## config.mk

```make
export PLATFORM = sky130hd
export DESIGN_NAME = mem_port_arbiter
export DESIGN_NICKNAME = d
export VERILOG_FILES = /design/src/rtl/mem_port_arbiter.sv
export SDC_FILE = /design/constraint.sdc
export NUM_CORES = 1
export LEC_CHECK = 0
export CAP_MARGIN = 10
export CORE_AREA = 3 3 106 108
export CTS_CLUSTER_DIAMETER = 120
export DETAILED_ROUTE_END_ITERATION = 7
export DIE_AREA = 0 0 109 111
export PLACE_DENSITY_LB_ADDON = 0.2
export SLEW_MARGIN = 20
export SYNTH_ARGS = -nofsm -noshare
export SYNTH_HDL_FRONTEND = slang
export SYNTH_SLANG_ARGS = --single-unit
```

## constraint.sdc

```tcl
create_clock -name clk -period 1.7 [get_ports clk]
set_input_delay 0.17 -clock clk [delete_from_list [all_inputs] [get_ports clk]]
set_output_delay 0.17 -clock clk [all_outputs]
set_load 0.005 [all_outputs]
```

## src/rtl/mem_port_arbiter.sv

```systemverilog
// Arbitrates fetch and data requests onto one shared memory port; data wins ties.
// Optional access timeout is built when MEM_ARB_TIMEOUT_EN is defined.
module mem_port_arbiter #(
  parameter int unsigned TIMEOUT_CYCLES = 16
) (
  input  logic        clk,
  input  logic        rst_n,
  input  logic        if_req,
  input  logic [31:0] if_addr,
  output logic [31:0] if_rdata,
  output logic        if_valid,
  input  logic        d_req,
  input  logic        d_we,
  input  logic [31:0] d_addr,
  input  logic [31:0] d_wdata,
  input  logic [3:0]  d_mask,
  output logic [31:0] d_rdata,
  output logic        d_valid,
  output logic        mem_req,
  output logic        mem_we,
  output logic [31:0] mem_addr,
  output logic [31:0] mem_wdata,
  output logic [3:0]  mem_mask,
  input  logic [31:0] mem_rdata,
  input  logic        mem_valid,
  output logic        stall_if,
  output logic        stall_mem,
  output logic        err
);

  typedef enum logic [1:0] {StIdle, StBusyIf, StBusyD} state_e;

  state_e state_q;
  logic   busy;
  logic   timeout;

  assign busy = (state_q != StIdle);

`ifdef MEM_ARB_TIMEOUT_EN
  localparam int unsigned CntW = $clog2(TIMEOUT_CYCLES + 1);
  logic [CntW-1:0] cnt_q;

  // Fires on the last permitted BUSY cycle; a real response in that cycle takes precedence.
  assign timeout = busy && !mem_valid && (cnt_q == CntW'(TIMEOUT_CYCLES - 1));

  always_ff @(posedge clk or negedge rst_n) begin
    if (!rst_n) begin
      cnt_q <= '0;
    end else if (!busy) begin
      cnt_q <= '0;
    end else if (!mem_valid) begin
      cnt_q <= cnt_q + 1'b1;
    end
  end
`else
  logic unused_timeout;
  assign unused_timeout = ^TIMEOUT_CYCLES;
  assign timeout        = 1'b0;
`endif

  assign if_valid  = (state_q == StBusyIf) && (mem_valid || timeout);
  assign d_valid   = (state_q == StBusyD) && (mem_valid || timeout);
  assign if_rdata  = ((state_q == StBusyIf) && mem_valid) ? mem_rdata : 32'h0;
  assign d_rdata   = ((state_q == StBusyD) && mem_valid) ? mem_rdata : 32'h0;
  assign stall_if  = if_req & ~if_valid;
  assign stall_mem = d_req & ~d_valid;
  assign err       = timeout;

  always_ff @(posedge clk or negedge rst_n) begin
    if (!rst_n) begin
      state_q   <= StIdle;
      mem_req   <= 1'b0;
      mem_we    <= 1'b0;
      mem_addr  <= 32'h0;
      mem_wdata <= 32'h0;
      mem_mask  <= 4'h0;
    end else begin
      unique case (state_q)
        StIdle: begin
          if (d_req) begin
            state_q   <= StBusyD;
            mem_req   <= 1'b1;
            mem_we    <= d_we;
            mem_addr  <= d_addr;
            mem_wdata <= d_wdata;
            mem_mask  <= d_mask;
          end else if (if_req) begin
            state_q   <= StBusyIf;
            mem_req   <= 1'b1;
            mem_we    <= 1'b0;
            mem_addr  <= if_addr;
            mem_wdata <= 32'h0;
            mem_mask  <= 4'hF;
          end
        end
        StBusyIf, StBusyD: begin
          if (mem_valid || timeout) begin
            state_q <= StIdle;
            mem_req <= 1'b0;
          end
        end
        default: begin
          state_q <= StIdle;
          mem_req <= 1'b0;
        end
      endcase
    end
  end

endmodule

```

==> impl_metrics.env, run 1 <==
export IMPL_status="finished, violations left"
export IMPL_violations="negative setup slack"
export IMPL_synth_cells=329
export IMPL_cts_buffer_depth=2
export IMPL_fin_crit_sh=1.03
export IMPL_crit_type="reg2out"
export IMPL_fin_nets=765
export IMPL_ys_top_cells_by_area="dfrtp_1 51%, and3_1 11%, mux2i_1 9.1%"
export IMPL_track_usage=0.216
export IMPL_cts_max_level=3
export IMPL_die_w_um=109
export IMPL_rsz0062_at_grt="true"
export IMPL_clock_latency_ns=0.33
export IMPL_fmax_ghz=0.572
export IMPL_power_frac_seq=0.285
export IMPL_cpPeakStageDelay_ns=0.40
export IMPL_crit_path_cell_trace="buf_6 > ha_4 > buf_6 > buf_16 > and3_1 > buf_2"
export IMPL_setup_ws_ns=-0.0491
export IMPL_syn_area_per_cell_um2=10.7
export IMPL_min_path_type="in2reg"
export IMPL_overflow=0
export IMPL_ir_drop_mv=0.926
export IMPL_crit_start="state_q[0]"
export IMPL_end_kind="primary output"
export IMPL_period_minus_slack_ns=1.75
export IMPL_grt_max_degree=73
export IMPL_grt_pass1_vias=3808
export IMPL_cts_buffers=9
export IMPL_fin_tns_setup_ns=-1.23
export IMPL_synthesis_nets=471
export IMPL_area_growth_pct=97.3
export IMPL_wire_per_inst_um=17.9
export IMPL_p_clk_frac=0.143
export IMPL_p_per_area_nw_per_um2=1510
export IMPL_viasPerCell=4.83
export IMPL_switching_share=0.320
export IMPL_totalWireLength_mm=13.7
export IMPL_path_common_cell="buf_6"
export IMPL_finalMaxSlewViolations=0
export IMPL_holdCritStartpoint="d_req"
export IMPL_path_max_fanout=5
export IMPL_synth_top_area_share=0.512
export IMPL_maxCapViolations=0
export IMPL_ios=277
export IMPL_dieHeight_um=111
export IMPL_crit_slowest_cell="dfrtp_1"
export IMPL_fin_worst_skew_ns=0.00909
export IMPL_initial_utilization=0.341
export IMPL_startpoint_type="register"
export IMPL_dr_max_layer_used="met4"
export IMPL_clkTransAtPathRegs_ns=0.07
export IMPL_ant_nets=0
export IMPL_yosys_area_top_type="dfrtp_1"
export IMPL_ys_types=27
export IMPL_wl_met1_mm=4.84
export IMPL_hold_viol_final=0
export IMPL_timing_final_setup_violations=47
export IMPL_p_sw_uw=3360
export IMPL_ys_seq_area_frac=0.512
export IMPL_core_area_um2=10300
export IMPL_synth_area_um2=3520
export IMPL_port_buffers=275
export IMPL_postLayoutCoreUtil=0.673
export IMPL_gp_congestion=0.851
export IMPL_r2r_start="state_q[0]"
export IMPL_drive_gt1_frac=0.237
export IMPL_wl_met3_mm=1.31
export IMPL_ys_ff_latch=72
export IMPL_clockRootBuffer="clkbuf_8"
export IMPL_cp_required_ns=1.53
export IMPL_drt_iter0_markers=154
export IMPL_num_antenna_cells=0
export IMPL_antenna_found_initial=0
export IMPL_cts_sinks=72
export IMPL_power_leakage_uw=0.00334
export IMPL_grt_pass1_wl_mm=20.4
export IMPL_wl_met2_mm=7.23
export IMPL_p_comb_frac=0.572
export IMPL_vias=3687
export IMPL_dp_hpwl_mm=9.82
export IMPL_arrival_ns=1.58
export IMPL_yosysWarnings=0
export IMPL_fp_row_count=37
export IMPL_firstDrtPassIters=4
export IMPL_tritoncts="built"
export IMPL_fp_dieArea_um2=12100
export IMPL_drc=0
export IMPL_p_int_uw=7140
## path summary, 6_finish.rpt
kind / endpoint / slack, ns / depth (start not counted)
setup / recovery: if_rdata[3] / -0.05 / 6
hold / removal: state_q[0] / 0.23 / 2
setup reg to reg: mem_req / 0.08 / 7
hold reg to reg: mem_addr[2] / 0.49 / 2
max in group asynchronous: mem_addr[3] / 1.01 / 3
min in group asynchronous: mem_wdata[10] / 0.39 / 3
## flip-flops by register name, indices dropped and copies added, names as in the netlist
register   count
mem_addr      32
mem_wdata     32
mem_mask       4
state_q        2
mem_req        1
mem_we         1
## kinds of logic after synthesis
| logic type | count (synthesis) | synth area share |
|---|---|---|
| DFF | 72 | 0.512 |
| AOI/OAI and AO/OA | 74 | 0.147 |
| and+or+nand+nor | 111 | 0.175 |
| other | 1 | 0.00107 |
| muxes | 33 | 0.0942 |
| adders and majority gates | 4 | 0.0142 |
| buffers and inverters | 34 | 0.0565 |
## Yosys cell counts
cell	instances
buf_4	2
ha_1	4
nand3_1	1
nand2b_1	2
buf_6	7
nor2b_2	1
o22ai_1	1
nand2_1	35
nor2_4	1
o22a_1	4
dfrtp_1	72
mux2i_1	32
clkbuf_1	14
buf_2	9
inv_1	2
a22o_1	33
o211ai_1	1
a21oi_1	1
a31oi_1	1
and3_1	64
and2_1	3
o21ai_2	1
conb_1	1
mux2_1	1
and3b_1	1
o21ai_1	32
nor2b_1	3
## layout by cell type, fill, tap and decap left out, types with 3 or more instances in the layout
cell and count:
a22o_1 33, and2_1 3, and3_1 49, and3_4 15, buf_12 9, buf_16 3
buf_2 52, buf_4 12, buf_6 25, buf_8 3, clkbuf_8 10, clkdlybuf4s50_1 205
dfrtp_1 72, ha_4 4, mux2i_1 32, nand2_1 35, o21ai_1 32, o22a_1 4
## what timing repair did
action | 4_1_cts | 5_1_grt
gates cloned | 7 | 2
buffers inserted | 11 | 1
gates resized for setup | 311 | 24
endpoints found under the setup margin | 68 | 130
hold buffers | 1 | 0
hold endpoints to repair | 72 | 0
pin swaps | 11 | 3
## routing by layer
layer  track usage  vias to the layer above
met2         0.401                      172
met5             0                        -
met3        0.0664                       22
li1              -                     1779
met1         0.225                     1714
met4        0.0707                        0
## cell type report
class	count	area (µm²)
clock inverters	4	76.3
inverters	2	12.5
flip-flops and latches	72	1800
multi-input cells	223	1660
well taps	136	170
repair buffers	315	3080
fillers	810	3380
clock buffers	12	145
## through the flow
step	cells	power, µW	worst slack [ns]	cell area [µm²]	hold slack, ns
final	764	10500	-0.0491	6940	0.226
after floorplan	329	4980	0.289	3520	-0.126
after global routing	764	11200	-0.109	6940	0.232
after CTS	765	10600	-0.0975	6890	0.213
after global placement	730	8070	-0.125	6510	0.222
after detailed placement	730	8170	-0.118	6510	0.229
## critical path: cells and delay by family (launching register included)
kind / cells / cell delay, ns
and+or+nand+nor: 1 / 0.17
DFF: 1 / 0.40
adders and majority gates: 1 / 0.17
buffers and inverters: 4 / 0.51
## power groups by stage
stage | combinational [µW] | sequential [µW] | clock, µW
2_1_floorplan | 1910 | 3070 | 0
3_3_place_gp | 5070 | 3000 | 0
3_5_place_dp | 5170 | 3000 | 0
4_1_cts | 6020 | 3000 | 1550
5_1_grt | 6480 | 3100 | 1620
6_report | 6000 | 3000 | 1500
(Power assumes the default switching activity.)
==> inputs of run 2 (changes only) <==
- PLACE_DENSITY: unset -> 0.87
- PLACE_DENSITY_LB_ADDON: 0.2 -> unset
==> impl_metrics.env, run 2 (synthesis gave the netlist of run 1 again) <==
export IMPL_crit_type="reg2out"
export IMPL_core_area_um2=10300
export IMPL_fin_cells=773
export IMPL_drt_iter0_markers=189
export IMPL_gp_congestion=0.837
export IMPL_ir_drop_mv=0.913
export IMPL_reg2reg_setup_slack_ns=-0.03
export IMPL_drive_gt1_frac=0.283
export IMPL_area_growth_pct=106
export IMPL_ant_nets=0
export IMPL_dp_hpwl_mm=10.9
export IMPL_ios=277
export IMPL_cts_buffer_depth=2
export IMPL_period_minus_slack_ns=1.86
export IMPL_firstDrtPassIters=4
export IMPL_fp_dieArea_um2=12100
export IMPL_reg_top3="mem_addr x32, mem_wdata x32, mem_mask x4"
export IMPL_port_buffers=275
export IMPL_hold_viol_final=0
export IMPL_cp_required_ns=1.53
export IMPL_viasPerCell=5.00
export IMPL_clockRootBuffer="clkbuf_8"
export IMPL_status="finished, violations left"
export IMPL_finalMaxSlewViolations=0
export IMPL_violations="negative setup slack"
export IMPL_setup_ws_ns=-0.158
export IMPL_cts_sinks=72
export IMPL_fin_worst_skew_ns=0.0106
export IMPL_die_w_um=109
export IMPL_fin_crit_sh=1.09
export IMPL_place_ws_ns=-0.171
export IMPL_fmax_ghz=0.538
export IMPL_p_per_area_nw_per_um2=1480
export IMPL_layout_commonest_cell="clkdlybuf4s50_1"
export IMPL_fp_row_count=37
export IMPL_dieHeight_um=111
export IMPL_startpoint_type="register"
export IMPL_drc=0
export IMPL_clkTransAtPathRegs_ns=0.09
export IMPL_clock_latency_ns=0.34
export IMPL_timing_final_setup_violations=63
export IMPL_grt_pass1_vias=3921
export IMPL_dp_cells=726
export IMPL_initial_utilization=0.341
export IMPL_fin_nets=767
export IMPL_layout_common_cells="205 x clkdlybuf4s50_1, 71 x dfrtp_1, 49 x buf_6"
export IMPL_path_max_fanout=8
export IMPL_cts_max_level=3
export IMPL_vias=3868
export IMPL_totalWireLength_mm=15.6
export IMPL_grt_pass1_wl_mm=20.9
export IMPL_final_area_um2=7250
export IMPL_track_usage=0.226
export IMPL_whs_ns=0.305
export IMPL_antenna_found_initial=7
export IMPL_postLayoutCoreUtil=0.703
export IMPL_rsz0062_at_grt="true"
export IMPL_arrival_ns=1.69
export IMPL_power_leakage_uw=0.00333
export IMPL_min_path_type="in2async"
export IMPL_end_kind="primary output"
export IMPL_grt_max_degree=52
export IMPL_maxCapViolations=0
export IMPL_tritoncts="built"
export IMPL_placed_area_um2=6470
export IMPL_wire_per_inst_um=20.2
export IMPL_cts_buffers=9
export IMPL_overflow=0
-- run 2: per-layer routing --
metal  part of all wire  global-route usage  up-vias
li1                   -                   -     1786
met1               0.34               0.209     1841
met2               0.53               0.409      209
met3              0.085              0.0833       32
met4              0.041               0.137        0
met5                  0                   0        -
-- run 2: power by group --
group	switching [µW]	internal (µW)
logic	2440	3920
registers	485	2550
clock network	678	695
total	3610	7160
-- run 2: timing repair --
item | 4_1_cts | 5_1_grt
endpoints found under the hold margin | 29 | 0
pin swaps | 1 | 14
hold buffers | 1 | 0
setup endpoints to repair | 68 | 90
buffers inserted | 7 | 9
gates cloned | 5 | 4
gates resized for setup | 268 | 105
-- run 2: metrics by stage --
stage                     total power [µW]  TNS (ns)
final                                10800     -5.10
after global routing                 11300     -8.75
after CTS                            10000     -2.96
after detailed placement              8080     -4.81
after global placement                7890     -3.83
after floorplan                       4980         0
-- run 2: final timing paths --
path                              start            end  depth (start not counted)
min in group clk                  d_req    mem_mask[0]                          3
max reg2reg                  state_q[0]        mem_req                          7
min                               rst_n  mem_wdata[13]                          2
min reg2reg                mem_addr[10]   mem_addr[10]                          2
max in group asynchronous         rst_n     state_q[0]                          3
max                          state_q[0]    d_rdata[13]                          7
-- run 2: cell type report --
type | instances | area, µm²
antenna | 7 | 17.5
clock buffer | 9 | 124
clock inverter | 7 | 80.1
fill | 713 | 3070
inverter | 2 | 12.5
multi-input combinational | 223 | 1770
sequential | 72 | 1800
tap | 136 | 170
timing repair buffer | 317 | 3270
-- run 2: worst max-delay path, stage by stage (launching register included) --
cell and delay (ns):
dfrtp_2 0.42, buf_4 0.15, inv_4 0.06, ha_4 0.18
buf_6 0.14, buf_16 0.13, and3_1 0.16, buf_2 0.12
==> inputs of run 3 (changes only) <==
- RECOVER_POWER: unset -> 100
==> impl_metrics.env, run 3 (synthesis gave the netlist of run 1 again) <==
export IMPL_status="finished, violations left"
export IMPL_violations="negative setup slack"
export IMPL_finalMaxSlewViolations=0
export IMPL_drt_iter0_markers=202
export IMPL_clock_latency_ns=0.34
export IMPL_final_area_um2=7240
export IMPL_dp_cells=726
export IMPL_grt_max_degree=52
export IMPL_r2r_start="state_q[0]"
export IMPL_grt_pass1_vias=3921
export IMPL_arrival_ns=1.69
export IMPL_fp_dieArea_um2=12100
export IMPL_ir_drop_mv=0.858
export IMPL_fin_cells=773
export IMPL_grt_pass1_wl_mm=20.9
export IMPL_dr_max_layer_used="met4"
export IMPL_period_minus_slack_ns=1.86
export IMPL_vias=3901
export IMPL_min_to="mem_mask[3]"
export IMPL_layout_common_cells="135 x clkdlybuf4s50_1, 71 x dlygate4sd3_1, 71 x dfrtp_1"
export IMPL_cts_buffers=9
export IMPL_wl_met1_mm=5.29
export IMPL_drive_gt1_frac=0.281
export IMPL_antenna_found_initial=7
export IMPL_relSlewSlack=0.499
export IMPL_holdCritStartpoint="d_req"
export IMPL_fin_worst_skew_ns=0.0107
export IMPL_ios=277
export IMPL_fin_nets=767
export IMPL_worst_pin_slew_ns=0.751
export IMPL_drc=0
export IMPL_end_kind="primary output"
export IMPL_hold_viol_final=0
export IMPL_clkTransAtPathRegs_ns=0.08
export IMPL_area_growth_pct=106
export IMPL_gp_congestion=0.837
export IMPL_clockRootBuffer="clkbuf_8"
export IMPL_whs_path_depth=3
export IMPL_setup_ws_ns=-0.155
export IMPL_fin_crit_sh=1.09
export IMPL_cts_sinks=72
export IMPL_cp_depth=7
export IMPL_cp_required_ns=1.53
export IMPL_fmax_ghz=0.539
export IMPL_initial_utilization=0.341
export IMPL_reg_top3="mem_addr x32, mem_wdata x32, mem_mask x4"
export IMPL_r2r_end="mem_req"
export IMPL_rsz0062_at_grt="true"
export IMPL_dp_hpwl_mm=10.9
export IMPL_crit_family="buffers and inverters"
export IMPL_viasPerCell=5.05
export IMPL_fp_row_count=37
export IMPL_wl_met3_mm=1.33
export IMPL_placed_area_um2=6470
export IMPL_maxCapViolations=0
export IMPL_path_max_fanout=8
export IMPL_crit_path_cell_trace="buf_4 > inv_4 > ha_4 > buf_6 > buf_16 > and3_1 > buf_2"
export IMPL_cpPeakStageDelay_ns=0.42
export IMPL_ant_nets=0
export IMPL_ff2ff_path_depth=7
export IMPL_layout_commonest_cell="clkdlybuf4s50_1"
export IMPL_cts_max_level=3
export IMPL_die_w_um=109
export IMPL_tritoncts="built"
export IMPL_totalWireLength_mm=15.6
export IMPL_fill_cells=716
export IMPL_wl_met2_mm=8.33
export IMPL_cts_buffer_depth=2
export IMPL_wire_per_inst_um=20.2
export IMPL_min_path_type="in2reg"
export IMPL_crit_type="reg2out"
export IMPL_p_per_area_nw_per_um2=1440
export IMPL_reg2reg_setup_slack_ns=-0.03
export IMPL_power_uw=10400
export IMPL_port_buffers=275
export IMPL_overflow=0
export IMPL_startpoint_type="register"
export IMPL_dieHeight_um=111
export IMPL_power_leakage_uw=0.00341
export IMPL_core_area_um2=10300
export IMPL_crit_slowest_cell="dfrtp_2"
export IMPL_firstDrtPassIters=4
export IMPL_critPathBufInv=5
export IMPL_track_usage=0.226
export IMPL_timing_final_setup_violations=62
-- run 3: cell count changes in the layout (fill, tap and decap cells not counted) --
cell | previous run | this run
clkdlybuf4s50_1 | 205 | 135
dlygate4sd3_1 | 1 | 71
buf_12 | 10 | 9
clkbuf_2 | 5 | 6
nor2b_1 | 3 | 4
nor2b_2 | 1 | 0
-- run 3: layer usage --
layer / track usage / vias up
met5: 0 / -
li1: - / 1786
met1: 0.209 / 1867
met4: 0.137 / 0
met2: 0.409 / 214
met3: 0.0833 / 34
-- run 3: how the worst max path moves through the flow --
stage | from | to | slack [ns]
final | state_q[0] | d_rdata[13] | -0.16
after global routing | state_q[0] | d_rdata[23] | -0.21
after CTS | state_q[0] | if_rdata[21] | -0.13
after detailed placement | mem_valid | d_rdata[18] | -0.17
after global placement | mem_valid | d_rdata[18] | -0.12
after floorplan | state_q[0] | mem_req | 0.29
-- run 3: report_power, final --
part / switching (µW) / total, µW / internal (µW)
clock network: 677 / 1370 / 695
registers: 447 / 3000 / 2550
logic: 2440 / 6050 / 3610
total: 3570 / 10400 / 6850
-- run 3: repair_timing --
action | CTS | global route
buffers inserted | 7 | 9
pin swaps | 1 | 14
setup endpoints to repair | 68 | 90
hold endpoints to repair | 29 | 0
gates cloned | 5 | 4
resized for setup | 268 | 105
hold buffers | 1 | 0
-- run 3: per-stage QoR --
| step | util | setup WS [ns] | hold WS [ns] | TNS [ns] |
|---|---|---|---|---|
| finish | 0.701 | -0.155 | 0.348 | -5.06 |
| global placement | 0.627 | -0.118 | 0.121 | -3.83 |
| global route | 0.701 | -0.211 | 0.334 | -8.76 |
| detailed placement | 0.627 | -0.171 | 0.131 | -4.81 |
| CTS | 0.658 | -0.131 | 0.289 | -2.96 |
| floorplan | - | 0.289 | -0.126 | 0 |
-- run 3: tightest hold or removal path, cell delays in order --
cell	delay (ns)
buf_2	0.17
nand2_1	0.15
o22a_1	0.15
-- run 3: final cells by class --
class                   instances  area [µm²]  area share
inverters                       2        12.5     0.00173
diodes                          7        17.5     0.00242
repair buffers                317        3260       0.450
clock buffers                   9         124      0.0171
well taps                     136         170      0.0235
flip-flops and latches         72        1800       0.249
multi-input cells             223        1770       0.245
clock inverters                 7        80.1      0.0111
